File: src/rtl/deaccumulator_pkg.sv
// rtl/deaccumulator_pkg.sv - shared width default and state encoding for the deaccumulator
package deaccumulator_pkg;

  localparam int BITWIDTH_DEFAULT = 8;

  typedef enum logic [1:0] {
    ST_IDLE = 2'd0,
    ST_EMIT = 2'd1,
    ST_DONE = 2'd2
  } state_e;

endpackage

File: src/rtl/deaccumulator.sv
// rtl/deaccumulator.sv - drains a loaded total as a stream of step-bounded increments
module deaccumulator
  import deaccumulator_pkg::*;
#(
  parameter int BITWIDTH = BITWIDTH_DEFAULT
) (
  input  logic                iClk,
  input  logic                iRstN,
  input  logic                iClr,
  input  logic                iLoad,
  input  logic [BITWIDTH:0]   iTotal,
  input  logic [BITWIDTH-1:0] iStep,
  output logic [BITWIDTH-1:0] oData,
  output logic                oValid,
  input  logic                iReady,
  output logic                oLast,
  output logic                oBusy,
  output logic                oDone
);

  state_e              state_q, state_d;
  logic [BITWIDTH:0]   rem_q, rem_d;
  logic [BITWIDTH-1:0] step_q, step_d;

  logic                rem_le_step;
  logic [BITWIDTH-1:0] chunk;
  logic                emit;

  // When rem fits within one step it is known to be narrower than BITWIDTH+1 bits.
  assign rem_le_step = (rem_q <= {1'b0, step_q});
  assign chunk       = rem_le_step ? rem_q[BITWIDTH-1:0] : step_q;
  assign emit        = (state_q == ST_EMIT);

  assign oValid = emit;
  assign oData  = emit ? chunk : '0;
  assign oLast  = emit & rem_le_step;
  assign oBusy  = (state_q == ST_EMIT) | (state_q == ST_DONE);
  assign oDone  = (state_q == ST_DONE);

  always_comb begin
    state_d = state_q;
    rem_d   = rem_q;
    step_d  = step_q;
    if (iClr) begin
      state_d = ST_IDLE;
      rem_d   = '0;
      step_d  = '0;
    end else begin
      case (state_q)
        ST_IDLE: begin
          if (iLoad) begin
            rem_d   = iTotal;
            step_d  = (iStep == '0) ? '1 : iStep;
            state_d = (iTotal == '0) ? ST_DONE : ST_EMIT;
          end
        end
        ST_EMIT: begin
          if (iReady) begin
            rem_d = rem_q - {1'b0, chunk};
            if (rem_le_step) state_d = ST_DONE;
          end
        end
        ST_DONE: state_d = ST_IDLE;
        default: state_d = ST_IDLE;
      endcase
    end
  end

  always_ff @(posedge iClk or negedge iRstN) begin
    if (!iRstN) begin
      state_q <= ST_IDLE;
      rem_q   <= '0;
      step_q  <= '0;
    end else begin
      state_q <= state_d;
      rem_q   <= rem_d;
      step_q  <= step_d;
    end
  end

endmodule

File: config.mk
export PLATFORM = sky130hd
export DESIGN_NAME = deaccumulator
export DESIGN_NICKNAME = d
export VERILOG_FILES = /design/src/rtl/deaccumulator_pkg.sv /design/src/rtl/deaccumulator.sv
export SDC_FILE = /design/constraint.sdc
export NUM_CORES = 1
export LEC_CHECK = 0
export ABC_AREA = 1
export CORE_ASPECT_RATIO = 0.7
export CORE_MARGIN = 2
export CORE_UTILIZATION = 52
export DETAILED_ROUTE_END_ITERATION = 8
export PLACE_DENSITY = 0.8
export SYNTH_ARGS = -nofsm -noshare
export SYNTH_HDL_FRONTEND = slang
export SYNTH_SLANG_ARGS = --single-unit
File: constraint.sdc
create_clock -name iClk -period 3.9 [get_ports iClk]
set_clock_uncertainty 0.15 [all_clocks]
set_input_delay 0.975 -clock iClk [delete_from_list [all_inputs] [get_ports iClk]]
set_output_delay 0.975 -clock iClk [all_outputs]
set_load 0.02 [all_outputs]
[Yosys cells after proc, flatten, opt, wreduce, memory -nomap -nowiden]
Index checks and enable logic that the tools add are counted.
Operators by class
  add/sub/neg operators: 1
  order comparisons: 1
  eq/ne operators: 5
  muxes and demuxes: 16
  bitwise logic cells: 2
  reduce and logical (&&, ||, !) cells: 9
Operators with widths (count)
  $mux W8: 6
  $mux W9: 3
  $pmux W9 S2: 1
  $mux W2: 5
  $le A9 B8 Y1: 1
  $logic_not A9 Y1: 1
  $ne A3 B3 Y1 const B: 3
  $sub A9 B8 Y9: 1
  $logic_not A8 Y1: 1
  $reduce_and A3 Y1: 2
  $pmux W2 S2: 1
  $reduce_bool A2 Y1: 2
  $reduce_bool A3 Y1: 1
  $eq A2 B1 Y1 const B: 1
  $eq A2 B2 Y1 const B: 1
  $logic_not A2 Y1: 1
  $reduce_and A2 Y1: 1
  $and A1 B1 Y1: 1
  $or A1 B1 Y1: 1
Storage, ports and cells
  bits in registers: 19
  input bits: 22
  output and inout bits: 12
  word-level logic and storage cells: 37

[Depth between registers and ports, before layout]
Gate-level depths: netlist of run 1.
  depth in word-level cells: 6
  gate-level depth with buffers: 23
  depth with buffers taken out: 23

[Worst setup path after synthesis of run 1]
Ideal clock, no wire load.
  kind: register -> output
  start: register rem_q[6]
  end: output port oData[1]
  arrival: 1684 ps
  required time: 2775 ps
  path slack: 1091 ps
  cell stages (with the launch flop): 10
  buffers on the path: 0
  cell sequence: dfrtp_1 -> ha_1 -> nand2_1 -> nor2_1 -> nand3_1 -> nand3_1 -> nand2_1 -> nand2_1 -> nand2_1 -> nor2_1
On the way
  longest elaborated chain between the ends: 3
RTL lines
  from (decl): RTL line deaccumulator.sv:22  | logic [BITWIDTH:0] rem_q, rem_d;
  from (signal assigned): RTL line deaccumulator.sv:76  | rem_q <= rem_d;
  $le A9 B8 Y1: RTL line deaccumulator.sv:30  | assign rem_le_step = (rem_q <= {1'b0, step_q});
  $mux W8: RTL line deaccumulator.sv:31  | assign chunk = rem_le_step ? rem_q[BITWIDTH-1:0] : step_q;
  $mux W8: RTL line deaccumulator.sv:35  | assign oData = emit ? chunk : '0;
  to (decl): RTL line deaccumulator.sv:13  | output logic [BITWIDTH-1:0] oData,
No other way between the ends.

[Final worst setup path of run 1]
Ends and elaborated chain as after synthesis.

==> flow_summary.toml, run 1 <==
[outcome]
status = "completed"

[sta]
setup_viol = 0
final-hold-violation-count = 0
final-max-slew-violation-count = 0
period_minus_slack_ps = 3690
rsz0062_at_grt = "false"
fin_setup_tns_ps = 0
period_share_pct = 94.5
worst_pin_slew_ps = 885
max_freq_mhz = 271
relSlewSlack_pct = 40.8

[setup_path]
crit_path_start = "rem_q[6]$_DFFE_PN0P_"
critPathRequiredTime_ps = 2770
criticalPathCategory = "reg -> out"
reg2reg_from = "rem_q[6]$_DFFE_PN0P_"
cp.arrival_ps = 2560
crit_family = "buffers and inverters"
cp_slowest_stage_delay_ps = 600
crit_top_cell = "nand2_1"
cp_slowest_cell = "clkdlybuf4s50_1"
endpoint_kind = "primary output"
path_buf_inv = 2
start_kind = "flop"
cp_cell_sequence = "ha_1 -> nand2_1 -> nand2_1 -> a21oi_1 -> nand3_1 -> buf_4 -> nand3_1 -> nand2_1 -> nor2_1 -> clkdlybuf4s50_1"
crit_path_max_fanout = 10

[synthesis]
yosys_warnings = 0
synth.distinct_cells = 25
syn_inst = 271
syn_nets = 313
synth_fa_ha_area_share_pct = 14.7
synth_top_family_by_area = "simple AND/OR/NAND/NOR gates"
synth-compound-area-share_pct = 8.36
ys_seq_area_share_pct = 27.2
synth-seq-cells = 19
syn-cell-area_um2 = 1750
synth_xor_area_share_pct = 1.00
syn_area_per_cell_um2 = 6.46
synthSimpleGateAreaFrac_pct = 37.7
synth.mux.area_fraction_pct = 0

[floorplanning]
start_util_pct = 54.9
die_height_um = 52.5
core_um2 = 3190
design.die.area_um2 = 3850
rows = 17
io_pins = 34
die_w_um = 73.3

[final_layout]
area_delta_synth_final_pct = 24.1
fill_cells = 298
layout.nets = 349
final_common_cell = "nand2_1"
mostFrequentLayoutCells = "75 x nand2_1, 42 x inv_1, 38 x nor2_1"
antenna_cells = 0
drive_gt1_share_pct = 4.90

[grt]
overflow = 0
grt_antenna_before_repair = 0
grt_usage_pct = 27.1
grt_pass1_wl_um = 7850
grt_pass1_vias = 1707
grt_max_degree = 20

[min_path]
hp-class = "reg -> reg"
holdCritStartpoint = "state_q[0]$_DFFE_PN0P_"

[placed_design]
dp_hpwl_um = 3700
gp_congestion = 0.943
numPortBuffers = 33

[routing]
drt-total-wl_um = 4530
ant_nets = 0
avgViaCountPerCell = 5.35
dr.pass1.iters = 4
drc = 0
wl_per_cell_um = 13.2
drtIter0Drc = 126
via_count = 1841

[clock_network]
postCtsHoldBufs = 0
cts-buffers-inserted = 3
cts_tree = "yes"
clock_path_buffers = 2
clkSlewWorstSetupHoldPaths_ps = 80
h-tree-depth = 1
insertion_delay_ps = 260
cts_root_buffer = "clkbuf_8"
cts_resized = 0
clock-sinks = 19
post_cts_buffers = 0

[run]
drv_cap = 0
-- state kept, by name, indices dropped and copies added, names as in the netlist --
name,flops
step_q,8
state_q,2
rem_q,9
-- per-stage QoR --
step	hold WS, ps	setup WS, ps	instance area, um^2	utilization (%)	instances
2_1_floorplan	317	1090	1750	-	271
3_3_place_gp	355	420	2120	66.4	340
3_5_place_dp	342	364	2120	66.4	340
4_1_cts	375	79.0	2160	67.8	344
5_1_grt	414	23.4	2170	68.1	344
6_report	380	213	2170	68.1	344
-- layer usage --
metal,up-vias,GRT usage [%],part of all wire (%)
li1,940,-,-
met1,823,39.0,49
met2,76,42.2,42
met3,2,5.38,8.9
met4,0,5.76,0.57
met5,-,0,0
-- cells in the mapped netlist --
library cell,instances,area share [%]
nand3_1,30,8.6
nand4_1,2,0.71
buf_6,1,0.64
or2_2,2,0.71
xor2_1,2,1.0
inv_1,42,9.0
o21bai_1,1,0.43
nor2_1,38,8.1
nor2_2,1,0.36
o21ai_0,4,1.1
ha_1,19,14
or2_0,1,0.36
clkbuf_1,2,0.43
nor2_4,1,0.64
inv_2,3,0.64
fa_1,1,1.1
a21oi_1,7,2.0
nor3_1,3,0.86
nand2_1,76,16
dfrtp_1,19,27
nor3b_1,1,0.43
o22ai_1,11,3.9
nand2_4,1,0.64
buf_2,1,0.29
o211ai_1,2,0.86
-- worst min-delay path: stages, from the launching register on --
cell     delay [ps]
dfrtp_1         380
nand2_1          60
nand2_1          50
-- logic make-up after synthesis --
family          Yosys count
compound gates           25
xor+xnor                  2
fa+ha+maj                20
buf+inv                  49
flops                    19
simple gates            156
-- final timing paths --
| path | slack, ps | endpoint | cells past startpoint |
|---|---|---|---|
| worst max-delay path | 210 | oData[1] | 10 |
| min in group asynchronous | 1060 | step_q[6]$_DFFE_PN0P_ | 1 |
| worst min-delay path | 380 | state_q[0]$_DFFE_PN0P_ | 2 |
| worst min register to register | 380 | state_q[0]$_DFFE_PN0P_ | 2 |
| worst max register to register | 820 | rem_q[8]$_DFFE_PN0P_ | 20 |
| max in group asynchronous | 2000 | rem_q[5]$_DFFE_PN0P_ | 1 |
-- final cells by class --
cell class	count	area (um^2)	area share, %
clock buffer	4	45.0	2.07
inverter	45	169	7.78
multi-input combinational	203	1090	50.2
sequential	19	475	21.9
tap	38	47.5	2.19
timing repair buffer	35	345	15.9
Power of run 1 is not shown: default switching activity piles up to over one toggle a cycle in this logic, so the estimate is an artifact.
==> run 2: changes to the inputs <==
--- a/config.mk
+++ b/config.mk
@@ -11,6 +11,7 @@
 export CORE_UTILIZATION = 52
 export DETAILED_ROUTE_END_ITERATION = 8
 export PLACE_DENSITY = 0.8
+export SKIP_LAST_GASP = 1
 export SYNTH_ARGS = -nofsm -noshare
 export SYNTH_HDL_FRONTEND = slang
 export SYNTH_SLANG_ARGS = --single-unit
==> results of run 2 <==
Final layout, timing and power as in run 1 (identical DEF).
Power of run 2 is left out for the same reason.
